<file path="src/rtl/alu_issue_ctrl.sv">
// Command FIFO and issue sequencer in front of the 2-bit alu.
// Issues one command, captures Y a cycle later, returns it via valid/ready.
module alu_issue_ctrl #(
  parameter int DEPTH = 4,
  parameter int CNT_W = 8
) (
  input  logic             clk,
  input  logic             rst_n,
  input  logic             cmd_valid,
  output logic             cmd_ready,
  input  logic [1:0]       cmd_a,
  input  logic [1:0]       cmd_b,
  input  logic [1:0]       cmd_sel,
  output logic [1:0]       alu_A,
  output logic [1:0]       alu_B,
  output logic [1:0]       alu_sel,
  input  logic [3:0]       alu_Y,
  output logic             res_valid,
  input  logic             res_ready,
  output logic [3:0]       res_data,
  output logic [1:0]       res_sel,
  output logic [CNT_W-1:0] op_count,
  output logic             busy
);

  localparam int AW = $clog2(DEPTH);

  typedef enum logic [1:0] {
    IDLE,
    ISSUE,
    RESP
  } state_t;

  state_t state, state_nx;

  logic [AW:0] wr_ptr, rd_ptr;
  logic [5:0]  mem [DEPTH];
  logic [5:0]  head;
  logic        full, empty;
  logic        push, pop, hs;

  assign full  = (wr_ptr[AW] != rd_ptr[AW]) &&
                 (wr_ptr[AW-1:0] == rd_ptr[AW-1:0]);
  assign empty = (wr_ptr == rd_ptr);
  assign head  = mem[rd_ptr[AW-1:0]];

  assign cmd_ready = ~full;
  assign push      = cmd_valid & ~full;
  assign hs        = res_valid & res_ready;
  assign busy      = (state != IDLE) | ~empty;

  always_ff @(posedge clk) begin
    if (push) mem[wr_ptr[AW-1:0]] <= {cmd_a, cmd_b, cmd_sel};
  end

  always_ff @(posedge clk or negedge rst_n) begin
    if (!rst_n) begin
      wr_ptr <= '0;
      rd_ptr <= '0;
    end else begin
      if (push) wr_ptr <= wr_ptr + (AW+1)'(1);
      if (pop)  rd_ptr <= rd_ptr + (AW+1)'(1);
    end
  end

  always_comb begin
    state_nx = state;
    pop      = 1'b0;
    unique case (state)
      IDLE: begin
        if (!empty) begin
          pop      = 1'b1;
          state_nx = ISSUE;
        end
      end
      ISSUE: state_nx = RESP;
      RESP: begin
        if (hs) begin
          pop      = ~empty;
          state_nx = empty ? IDLE : ISSUE;
        end
      end
      default: state_nx = IDLE;
    endcase
  end

  always_ff @(posedge clk or negedge rst_n) begin
    if (!rst_n) state <= IDLE;
    else        state <= state_nx;
  end

  // alu operands hold their last value between pops
  always_ff @(posedge clk or negedge rst_n) begin
    if (!rst_n) begin
      alu_A   <= '0;
      alu_B   <= '0;
      alu_sel <= '0;
    end else if (pop) begin
      {alu_A, alu_B, alu_sel} <= head;
    end
  end

  always_ff @(posedge clk or negedge rst_n) begin
    if (!rst_n) begin
      res_valid <= 1'b0;
      res_data  <= '0;
      res_sel   <= '0;
      op_count  <= '0;
    end else begin
      if (state == ISSUE) begin
        res_valid <= 1'b1;
        res_data  <= alu_Y;
        res_sel   <= alu_sel;
      end else if (state == RESP && hs) begin
        res_valid <= 1'b0;
      end
      if (hs) op_count <= op_count + CNT_W'(1);
    end
  end

endmodule

</file>
<file path="config.mk">
export PLATFORM = sky130hd
export DESIGN_NAME = alu_issue_ctrl
export DESIGN_NICKNAME = d
export VERILOG_FILES = /design/src/rtl/alu_issue_ctrl.sv
export SDC_FILE = /design/constraint.sdc
export NUM_CORES = 1
export LEC_CHECK = 0
export CAP_MARGIN = 10
export CORE_UTILIZATION = 55
export DETAILED_ROUTE_END_ITERATION = 16
export DONT_BUFFER_PORTS = 1
export MAX_ROUTING_LAYER = met4
export PLACE_DENSITY = 0.74
export RECOVER_POWER = 50
export SLEW_MARGIN = 20
export SYNTH_ARGS = -nofsm -noshare
export SYNTH_HDL_FRONTEND = slang
export SYNTH_SLANG_ARGS = --single-unit
</file>
<file path="constraint.sdc">
create_clock -name clk -period 1.75 [get_ports clk]
set_input_delay 0.35 -clock clk [delete_from_list [all_inputs] [get_ports clk]]
set_output_delay 0.35 -clock clk [all_outputs]
set_load 0.01 [all_outputs]
</file>
==> run summary <==
transition time of the tightest slew-check pin -> 714 ps
number of DRC violations after detailed routing -> 0
number of buffers created by CTS -> 5
Netlist cell types -> 23
Multi-input gate area -> 701 sq um
total wirelength of the detailed-routed design -> 3.28 mm
Synth Flop Type -> dfrtp_1
standard cell core area -> 0.00372 sq mm
Seq/Total Area, Yosys -> 0.666
Avg Inst Size Synth -> 17.2 sq um
post-synthesis register bit count -> 53
maximum clock rate -> 0.579 GHz
number of vias after detailed routing -> 1,081
WP data arrival -> 1380 ps
Pint -> 2.96 mW
wire length of the first global-routing pass -> 5.35 mm
post-route non-filler standard cell count -> 191
net switching fraction of the power -> 0.339
origin of the critical flop-to-flop path -> rd_ptr[2]
average wire per standard cell -> 17.2 um
Critical Path Start Type -> flip-flop
Final Cell Area -> 0.00238 sq mm
full die area -> 0.00421 sq mm
hold path startpoint -> res_ready
largest fanout of any net on the critical path -> 4
Peak supply drop -> 0.918 mV
net switching power of the design -> 1.52 mW
die outline width -> 64.9 um
first-iteration detailed-routing DRC count -> 30
most common cell after layout, fill and taps aside -> dfrtp_1
clock tree sinks -> 53
clock latency on the worst-skew pair -> 300 ps
overall global routing resource usage -> 0.185
clock-pin slew reported for the worst setup and hold paths after clock tree synthesis -> 90 ps
Min Hold Slack -> 122 ps
net total in the final layout -> 162
kind of cell adding the most delay to the critical path -> flip-flops
fraction of layout instances using a drive strength above 1 -> 0.238
final setup fails -> 0
detailed placer's ending HPWL -> 2.24 mm
Max Cap Viol -> 0
Post-Syn Nets -> 146
number of antenna violations at the first check in global routing -> 0
class of the tightest hold or removal check -> in -> reg
total gr overflow -> 0
fraction of power consumed by combinational cells -> 0.365
TritonCTS clock tree -> built
leakage power total -> 0.963 nW
Seq pwr share -> 0.488
number of global-route vias before repair -> 1,111
setup repair after global routing missed its margin -> yes
leading cell types in the layout, fill and taps excluded -> 29 x dfrtp_1, 24 x edfxtp_1, 15 x mux2_2
First-pass DRT Iterations -> 4
Final Hold Fails -> 0
Rel. slew slack -> 0.524
IO Port Bufs -> 0
largest net degree at the start of global routing -> 30
GP Congestion -> 0.781
via density per instance -> 5.66
final critical-path required period -> 1730 ps
critical path, cell by cell -> xnor2_2 > nand3b_1 > buf_4
vertical die dimension -> 64.9 um
Warnings, synthesis -> 0
number of instances in the synthesized netlist -> 126
overall power of the completed layout -> 4.48 mW
Antenna Cells -> 0
count of flip-flops with a built-in enable after synthesis -> 24
worst slack at placement -> 79.6 ps
CP max stage cell -> dfrtp_1
final max-slew violation count -> 0
count of buffer and inverter cells on the critical path -> 1
area overhead of the layout relative to synthesis -> 9.67%
number of buffers between clock root and the deepest sink -> 2
library cell used as clock root buffer -> clkbuf_8
Placed Cells -> 179
count of nets left with antenna violations after detail routing -> 0
effective utilization at floorplan -> 0.585
kind of critical path -> reg -> out
worst clock skew -> 9.56 ps
crit end category -> output port
cell row count -> 22
result of the run -> finished clean
I/O pins -> 37
cell area after synthesis -> 0.00217 sq mm
fillcell total -> 264
Crit. Startpoint -> wr_ptr[0]
power density over the cells -> 1880 mW/mm^2
share of the clock period used by the worst path after layout -> 0.987
max incr delay on CP -> 420 ps
post-layout worst setup margin -> 23.2 ps
proportion of power drawn by the clock network -> 0.147
asr flop ratio synth -> 0.547
required time reported for the critical path endpoint -> 1400 ps
Register Area -> 0.00145 sq mm
number of H-tree levels -> 2
cell area after placement -> 0.00227 sq mm
layer usage:
layer | track usage | share of wire
met1 | 0.205 | 0.41
met2 | 0.314 | 0.52
met3 | 0.0581 | 0.054
met4 | 0.0667 | 0.017
met5 | - | 0
area by class of cell:
class | instances | area share
Clock buffer | 6 | 0.0304
Clock inverter | 2 | 0.00420
Inverter | 2 | 0.00315
Multi-Input combinational cell | 68 | 0.294
Sequential cell | 53 | 0.607
Tap cell | 48 | 0.0252
Timing Repair Buffer | 12 | 0.0362
repair_timing:
item | CTS | global route
resized for setup | 1 | 0
buffers inserted | 0 | 2
pin swaps | 1 | 1
endpoints found under the setup margin | 1 | 1
cloned | 0 | 0
hold endpoints to repair | 29 | 0
hold buffers | 2 | 0
metrics by stage:
stage / util / TNS, ps
floorplan: - / 0
global placement: 0.610 / 0
detailed placement: 0.610 / 0
CTS: 0.642 / 0
global route: 0.641 / -49.7
finish: 0.641 / 0
cells in the mapped netlist (3+ instances only):
master / n / area [sq um]
edfxtp_1: 24 / 721
nand3_1: 3 / 15.0
nor2_1: 4 / 15.0
ha_1: 6 / 75.1
mux2_2: 15 / 169
nand2_1: 6 / 22.5
xnor2_1: 9 / 78.8
mux4_1: 6 / 158
and3_1: 4 / 25.0
dfrtp_1: 29 / 726
xor2_1: 4 / 35.0
power by group through the flow:
stage | Combinational [mW] | Sequential [mW] | Clock, mW
final | 1.64 | 2.19 | 0.658
after floorplan | 1.21 | 2.15 | 0
after detailed placement | 1.59 | 2.21 | 0
after CTS | 1.63 | 2.19 | 0.678
after global placement | 1.52 | 2.19 | 0
after global routing | 1.80 | 2.25 | 0.716
flip-flops by register name, indices dropped and copies added (netlist names):
signal,count
mem,24
op_count,8
res_data,4
rd_ptr,3
wr_ptr,3
alu_A,2
alu_B,2
alu_sel,2
res_sel,2
state,2
res_valid,1
cells by family (layout without fill, tap and decap cells):
| logic type | after synthesis | after routing | share of synthesized area |
|---|---|---|---|
| AOI/OAI and AO/OA | 4 | 4 | 0.0213 |
| xor gates and xnor gates | 14 | 14 | 0.0599 |
| adders and majority gates | 6 | 6 | 0.0345 |
| buffers and inverters | 5 | 22 | 0.0155 |
| DFF | 53 | 53 | 0.666 |
| muxes | 21 | 21 | 0.150 |
| and+or+nand+nor | 23 | 23 | 0.0530 |
final timing paths:
kind	to	slack [ps]	cells after the start
worst max-delay path	cmd_ready	20	3
worst min-delay path	res_valid	120	1
worst max register to register	mem[3][1]	80	4
worst min register to register	wr_ptr[2]	500	1
max in group asynchronous	alu_sel[1]	640	2
min in group asynchronous	op_count[2]	650	2
(Power assumes the default switching activity.)
